[src/rtl/precalc_fetch_pkg.sv]
// Shared definitions for the PreCalc fetch stage: vertex record layout, bounding-box payload and FSM states.
package precalc_fetch_pkg;

    localparam int unsigned REC_W     = 224;
    localparam int unsigned COORD_W   = 12;
    localparam int unsigned BBOX_W    = 4 * COORD_W;
    localparam int unsigned CNT_W_DEF = 8;

    // Coordinate fields of a triangle record; x1 is the most significant field.
    localparam int unsigned X1_LSB = 204;
    localparam int unsigned X2_LSB = 192;
    localparam int unsigned X3_LSB = 180;
    localparam int unsigned Y1_LSB = 168;
    localparam int unsigned Y2_LSB = 156;
    localparam int unsigned Y3_LSB = 144;

    localparam logic [COORD_W-1:0] CLIP_XMAX_DEF = COORD_W'(2559);
    localparam logic [COORD_W-1:0] CLIP_YMAX_DEF = COORD_W'(1919);

    typedef logic [REC_W-1:0] rec_t;

    typedef struct packed {
        logic [COORD_W-1:0] xmin;
        logic [COORD_W-1:0] xmax;
        logic [COORD_W-1:0] ymin;
        logic [COORD_W-1:0] ymax;
    } bbox_t;

    typedef enum logic [2:0] {
        ST_IDLE  = 3'd0,
        ST_SYNC  = 3'd1,
        ST_FETCH = 3'd2,
        ST_BBOX  = 3'd3,
        ST_TEST  = 3'd4,
        ST_PUSH  = 3'd5,
        ST_DONE  = 3'd6
    } state_e;

    function automatic logic [COORD_W-1:0] coord(input rec_t rec, input int unsigned lsb);
        return rec[lsb +: COORD_W];
    endfunction

endpackage

[src/rtl/precalc_fetch_min_max3.sv]
// Combinational minimum and maximum of three unsigned coordinates.
module min_max3
    import precalc_fetch_pkg::*;
(
    input  logic [COORD_W-1:0] a_i,
    input  logic [COORD_W-1:0] b_i,
    input  logic [COORD_W-1:0] c_i,
    output logic [COORD_W-1:0] min_c_o,
    output logic [COORD_W-1:0] max_c_o
);

    logic [COORD_W-1:0] lo;
    logic [COORD_W-1:0] hi;

    always_comb begin
        lo = a_i;
        hi = a_i;
        if (b_i < lo) lo = b_i;
        if (c_i < lo) lo = c_i;
        if (b_i > hi) hi = b_i;
        if (c_i > hi) hi = c_i;
    end

    assign min_c_o = lo;
    assign max_c_o = hi;

endmodule

[src/rtl/precalc_fetch.sv]
// Fetches triangle records from the vertex buffer, computes their screen bounding box,
// culls off-screen / zero-area triangles and pushes survivors into the PreCalc triangle FIFO.
module precalc_fetch
    import precalc_fetch_pkg::*;
#(
    parameter logic [COORD_W-1:0] CLIP_XMAX = CLIP_XMAX_DEF,
    parameter logic [COORD_W-1:0] CLIP_YMAX = CLIP_YMAX_DEF,
    parameter int unsigned        CNT_W     = CNT_W_DEF
) (
    input  logic              clk100,
    input  logic              reset,
    input  logic              nextFrame,
    output logic              VertexBuffer_PreCalc_pop,
    input  logic              VertexBuffer_PreCalc_empty,
    input  logic [REC_W-1:0]  VertexBuffer_PreCalc_ReadData,
    output logic [REC_W-1:0]  PreCalc_TriangleFIFO_WriteData,
    output logic [BBOX_W-1:0] PreCalc_BBox,
    output logic              PreCalc_TriangleFIFO_push,
    input  logic              PreCalc_TriangleFIFO_wait,
    output logic [CNT_W-1:0]  tri_count,
    output logic [CNT_W-1:0]  cull_count
);

    state_e           state_q;
    rec_t             rec_q;
    bbox_t            bbox_q;
    bbox_t            bbox_d;
    bbox_t            bbox_out_q;
    rec_t             wdata_q;
    logic             pop_q;
    logic             push_q;
    logic [CNT_W-1:0] tri_q;
    logic [CNT_W-1:0] cull_q;
    logic [CNT_W-1:0] tri_d;
    logic [CNT_W-1:0] cull_d;
    logic             cull_c;

    min_max3 u_mm_x (
        .a_i     (coord(rec_q, X1_LSB)),
        .b_i     (coord(rec_q, X2_LSB)),
        .c_i     (coord(rec_q, X3_LSB)),
        .min_c_o (bbox_d.xmin),
        .max_c_o (bbox_d.xmax)
    );

    min_max3 u_mm_y (
        .a_i     (coord(rec_q, Y1_LSB)),
        .b_i     (coord(rec_q, Y2_LSB)),
        .c_i     (coord(rec_q, Y3_LSB)),
        .min_c_o (bbox_d.ymin),
        .max_c_o (bbox_d.ymax)
    );

    assign cull_c = (bbox_q.xmin > CLIP_XMAX) || (bbox_q.ymin > CLIP_YMAX) ||
                    (bbox_q.xmin == bbox_q.xmax) || (bbox_q.ymin == bbox_q.ymax);

    // Saturating counters: hold at all-ones rather than wrapping.
    assign tri_d  = (tri_q  == '1) ? tri_q  : tri_q  + CNT_W'(1);
    assign cull_d = (cull_q == '1) ? cull_q : cull_q + CNT_W'(1);

    always_ff @(posedge clk100 or posedge reset) begin
        if (reset) begin
            state_q    <= ST_IDLE;
            rec_q      <= '0;
            bbox_q     <= '0;
            bbox_out_q <= '0;
            wdata_q    <= '0;
            pop_q      <= 1'b0;
            push_q     <= 1'b0;
            tri_q      <= '0;
            cull_q     <= '0;
        end else begin
            pop_q  <= 1'b0;
            push_q <= 1'b0;
            if (nextFrame) begin
                state_q <= ST_SYNC;
                rec_q   <= '0;
                tri_q   <= '0;
                cull_q  <= '0;
            end else begin
                case (state_q)
                    ST_IDLE: state_q <= ST_IDLE;
                    // Dead cycle lets the source's lagging empty settle after rewind.
                    ST_SYNC: state_q <= ST_FETCH;
                    ST_FETCH: begin
                        if (VertexBuffer_PreCalc_empty) begin
                            state_q <= ST_DONE;
                        end else begin
                            pop_q   <= 1'b1;
                            rec_q   <= VertexBuffer_PreCalc_ReadData;
                            state_q <= ST_BBOX;
                        end
                    end
                    ST_BBOX: begin
                        bbox_q  <= bbox_d;
                        state_q <= ST_TEST;
                    end
                    ST_TEST: begin
                        if (cull_c) begin
                            cull_q  <= cull_d;
                            state_q <= ST_FETCH;
                        end else begin
                            state_q <= ST_PUSH;
                        end
                    end
                    ST_PUSH: begin
                        if (!PreCalc_TriangleFIFO_wait) begin
                            push_q     <= 1'b1;
                            wdata_q    <= rec_q;
                            bbox_out_q <= bbox_q;
                            tri_q      <= tri_d;
                            state_q    <= ST_FETCH;
                        end
                    end
                    ST_DONE: state_q <= ST_DONE;
                    default: state_q <= ST_IDLE;
                endcase
            end
        end
    end

    assign VertexBuffer_PreCalc_pop       = pop_q;
    assign PreCalc_TriangleFIFO_push      = push_q;
    assign PreCalc_TriangleFIFO_WriteData = wdata_q;
    assign PreCalc_BBox                   = bbox_out_q;
    assign tri_count                      = tri_q;
    assign cull_count                     = cull_q;

endmodule

[config.mk]
export PLATFORM = sky130hd
export DESIGN_NAME = precalc_fetch
export DESIGN_NICKNAME = d
export VERILOG_FILES = /design/src/rtl/precalc_fetch_pkg.sv /design/src/rtl/precalc_fetch_min_max3.sv /design/src/rtl/precalc_fetch.sv
export SDC_FILE = /design/constraint.sdc
export NUM_CORES = 1
export LEC_CHECK = 0
export ABC_AREA = 1
export ABC_CLOCK_PERIOD_IN_PS = 57400
export CORE_MARGIN = 3
export CORE_UTILIZATION = 55
export CTS_CLUSTER_SIZE = 24
export DETAILED_ROUTE_END_ITERATION = 10
export PLACE_DENSITY = 0.86
export SLEW_MARGIN = 20
export SYNTH_ARGS = -nofsm -noshare
export SYNTH_HDL_FRONTEND = slang
export SYNTH_SLANG_ARGS = --single-unit
[constraint.sdc]
create_clock -name clk100 -period 57.4 [get_ports clk100]
set_input_delay 11.48 -clock clk100 [delete_from_list [all_inputs] [get_ports clk100]]
set_output_delay 11.48 -clock clk100 [all_outputs]
set_load 0.01 [all_outputs]
==> summary.txt <==
========================================================================================
Min-Delay Path Class                                                        flip-flop to flip-flop
Final std cells w/o fill                                                            3717
Clk pin slew, worst setup/hold paths                                             0.06 ns
Post-synthesis instance total                                                       2646
H-tree depth                                                                           2
HPWL Detailed                                                               50600 microns
Placeable Area                                                              0.0425 sq mm
Worst setup timing slack at the placement stage                                 42.26 ns
Endpoint arrival time on the critical path                                      14.99 ns
First-pass GRT wire length                                                  113000 microns
Clock latency of the later-clocked register in the worst-skew pair               0.61 ns
I/O pin count                                                                        519
Post-placement cell count                                                           3618
Most used DFF post-synth                                                    sky130_fd_sc_hd__dfrtp_1
Pleak                                                                          0.0144 uW
Detailed Routing Iterations Pass 1                                                     6
Placement row count                                                                   75
Full die area                                                               0.0462 sq mm
Routed length per placed instance                                           19.2 microns
Critical Path Sink Type                                                        flip-flop
Relative slew slack                                                                23.5%
Number of vias in the routed layout                                                20377
Maximum number of pins on one net before global-route repair                         248
Ratio of total power to cell area                                           46.2 mW/mm^2
Diodes inserted                                                                        0
Root buffer cell                                                            sky130_fd_sc_hd__clkbuf_16
Antenna violations before repair                                                       0
Number of endpoints failing setup at the final stage                                   0
Dominant cell type by area after synthesis                                  sky130_fd_sc_hd__dfrtp_1
Crit path launch type                                                         input port
Proportion of synthesized chip area in sequential cells                            58.9%
Peak supply drop                                                               0.0286 mV
Count of pins over their slew limit                                                    0
Run status                                                                  complete, no violations
Most frequent standard cell in the layout excluding fill and tap cells      sky130_fd_sc_hd__nand2_1
Count of final hold-check violations                                                   0
Final setup margin                                                              42.81 ns
Maximum fanout encountered on the critical timing path                               247
Required time of the critical path                                              57.80 ns
Count of cell types in the netlist                                                    40
Number of enable-type register cells in the synthesized netlist                        0
WL final                                                                    71500 microns
TritonCTS clock tree                                                               built
Number of clock sinks                                                                565
Number of CTS-inserted buffers                                                        56
Chip Width                                                                   215 microns
Detailed router's first-iteration violation count                                   2046
Total global routing overflow                                                          0
Avg Inst Size Synth                                                           9.08 sq um
Starting density of the core                                                       56.5%
Via count of the first global-routing pass                                         20617
Footprint of the multi-input gates                                          0.00815 sq mm
Maximum achievable frequency                                                    68.5 MHz
Type of the worst setup path                                                input port to flip-flop
Combined flip-flop and latch cell area                                      0.0141 sq mm
Synthesized net count                                                               2947
Share of synthesized flip-flops with an asynchronous set or reset                   100%
Transition time at the pin with the least slew margin                            1.15 ns
Total negative slack for setup checks                                               0 ns
Fin Clk Skew                                                                   0.0349 ns
RSZ-0062 raised after global routing                                               false
Portion of the clock cycle consumed by the worst path in the final layout          25.4%
Residual DRC count                                                                     0
Antenna Nets Post-Route                                                                0
Number of instances resized during post-cts repair                                     0
Post-Route Hold Slack                                                           0.481 ns
Number of buffers inserted by hold repair at cts                                       0
Number of vias per cell after detailed routing                                      5.48
Nets@finish                                                                         3400
Fraction of synthesized cell area taken by the top area cell type                  58.9%
Time the worst path needs with I/O delays and setup                             14.59 ns
Final weighted congestion of routability-driven global placement                   0.932
Combined area of all synthesized cells                                      0.0240 sq mm
Max-cap violation count                                                                0
Signed area change from the synthesized netlist to the final layout                30.4%
Number of storage elements in the synthesis netlist                                  565
Maximum count of clock buffers along a single path                                     3
Count of buffers inserted at the top-level ports                                     518
Die outline height                                                           215 microns
GRT Overall Usage                                                                  30.6%
Fraction of layout instances using a drive strength above 1                        4.97%
Final-layout fill cell count                                                        2886
Largest cells by area after synthesis                                       sky130_fd_sc_hd__dfrtp_1 (59%), sky130_fd_sc_hd__nand2_1 (12%), sky130_fd_sc_hd__o21ai_0 (11%), sky130_fd_sc_hd__inv_1 (4.7%), sky130_fd_sc_hd__ha_1 (3.8%)
Most frequent cells in the layout                                           sky130_fd_sc_hd__nand2_1 (744), sky130_fd_sc_hd__dfrtp_1 (565), sky130_fd_sc_hd__o21ai_0 (546), sky130_fd_sc_hd__clkdlybuf4s50_1 (518), sky130_fd_sc_hd__inv_1 (300)
Synth warn                                                                             0
Buffers inserted by post-CTS timing repair                                             0
========================================================================================
-- final cells by class --
cell class	instances	area share (%)
clock buffer	80	5.18
clock inverter	19	0.620
inverter	310	3.74
multi-input combinational	1634	26.0
sequential	565	45.2
tap	577	2.31
timing repair buffer	532	17.0
-- layer usage --
metal	GRT usage [%]	vias to the layer above	share of wire, %	wire (microns)
met3	7.12	185	8.1	5770
met5	0	-	0	0
met2	50.9	918	48	34500
met4	12.4	0	4.1	2940
met1	38.9	9883	40	28300
li1	-	9391	-	-
-- flip-flops by register name, summed over array words and instances (netlist names) --
name                            cells
PreCalc_TriangleFIFO_push           1
cull_count                          8
tri_count                           8
VertexBuffer_PreCalc_pop            1
PreCalc_BBox                       48
state_q                             3
rec_q                             224
bbox_q                             48
PreCalc_TriangleFIFO_WriteData    224
-- path summary, 6_finish.rpt --
path                                                    from                                               to  slack, ns  cells after the start
min in group asynchronous                              reset                           rec_q[214]$_DFFE_PP0P_      11.50                      2
max in group asynchronous                              reset  PreCalc_TriangleFIFO_WriteData[142]$_DFFE_PP0P_      43.48                      4
worst max-delay path                               nextFrame   PreCalc_TriangleFIFO_WriteData[16]$_DFFE_PP0P_      42.81                      6
worst max register to register        rec_q[178]$_DFFE_PP0P_                            bbox_q[1]$_DFFE_PP0P_      53.31                     18
worst min-delay path            PreCalc_BBox[39]$_DFFE_PP0P_                     PreCalc_BBox[39]$_DFFE_PP0P_       0.48                      2
worst min register to register  PreCalc_BBox[39]$_DFFE_PP0P_                     PreCalc_BBox[39]$_DFFE_PP0P_       0.48                      2
-- cells by family (layout without fill, tap and decap cells) --
group	count (synthesis)	in the layout	synth area share, %
DFF	565	565	58.9
xor gates and xnor gates	28	28	1.02
buffers and inverters	447	941	7.27
and+or+nand+nor	901	901	15.4
adders and majority gates	72	72	3.75
AOI/OAI and AO/OA	633	633	13.6
-- through the flow --
stage	instance area (sq um)	utilization (%)	total power, uW
after floorplan	24000	-	837
after global placement	29500	69.4	1070
after detailed placement	29500	69.4	1080
after CTS	31300	73.6	1450
after global routing	31300	73.6	1530
final	31300	73.6	1450
-- cells in the mapped netlist, types with 3 or more instances --
cell type / count
sky130_fd_sc_hd__a21oi_1: 34
sky130_fd_sc_hd__buf_2: 30
sky130_fd_sc_hd__buf_4: 3
sky130_fd_sc_hd__clkbuf_1: 100
sky130_fd_sc_hd__dfrtp_1: 565
sky130_fd_sc_hd__ha_1: 72
sky130_fd_sc_hd__inv_1: 301
sky130_fd_sc_hd__inv_2: 7
sky130_fd_sc_hd__nand2_1: 746
sky130_fd_sc_hd__nand2_2: 21
sky130_fd_sc_hd__nand3_1: 53
sky130_fd_sc_hd__nand3_2: 10
sky130_fd_sc_hd__nand4_1: 19
sky130_fd_sc_hd__nor2_1: 23
sky130_fd_sc_hd__nor2_2: 4
sky130_fd_sc_hd__nor3_1: 11
sky130_fd_sc_hd__nor4_1: 7
sky130_fd_sc_hd__o211ai_1: 22
sky130_fd_sc_hd__o21ai_0: 546
sky130_fd_sc_hd__o21ai_1: 19
sky130_fd_sc_hd__xor2_1: 28
-- where the power goes --
group / switching [uW] / internal [uW] / leakage [uW] / total [uW]
logic: 309 / 227 / 0.00590 / 536
clock network: 152 / 209 / 0.000898 / 361
registers: 62.7 / 487 / 0.00764 / 550
-- worst max-delay path, stage by stage --
cell and delay (ns):
sky130_fd_sc_hd__clkdlybuf4s50_1 0.78, sky130_fd_sc_hd__inv_1 0.36, sky130_fd_sc_hd__nand2_4 0.38, sky130_fd_sc_hd__buf_12 0.56
sky130_fd_sc_hd__buf_4 0.94, sky130_fd_sc_hd__o21ai_0 0.28
Note: power is estimated with default switching activity, not from simulation.
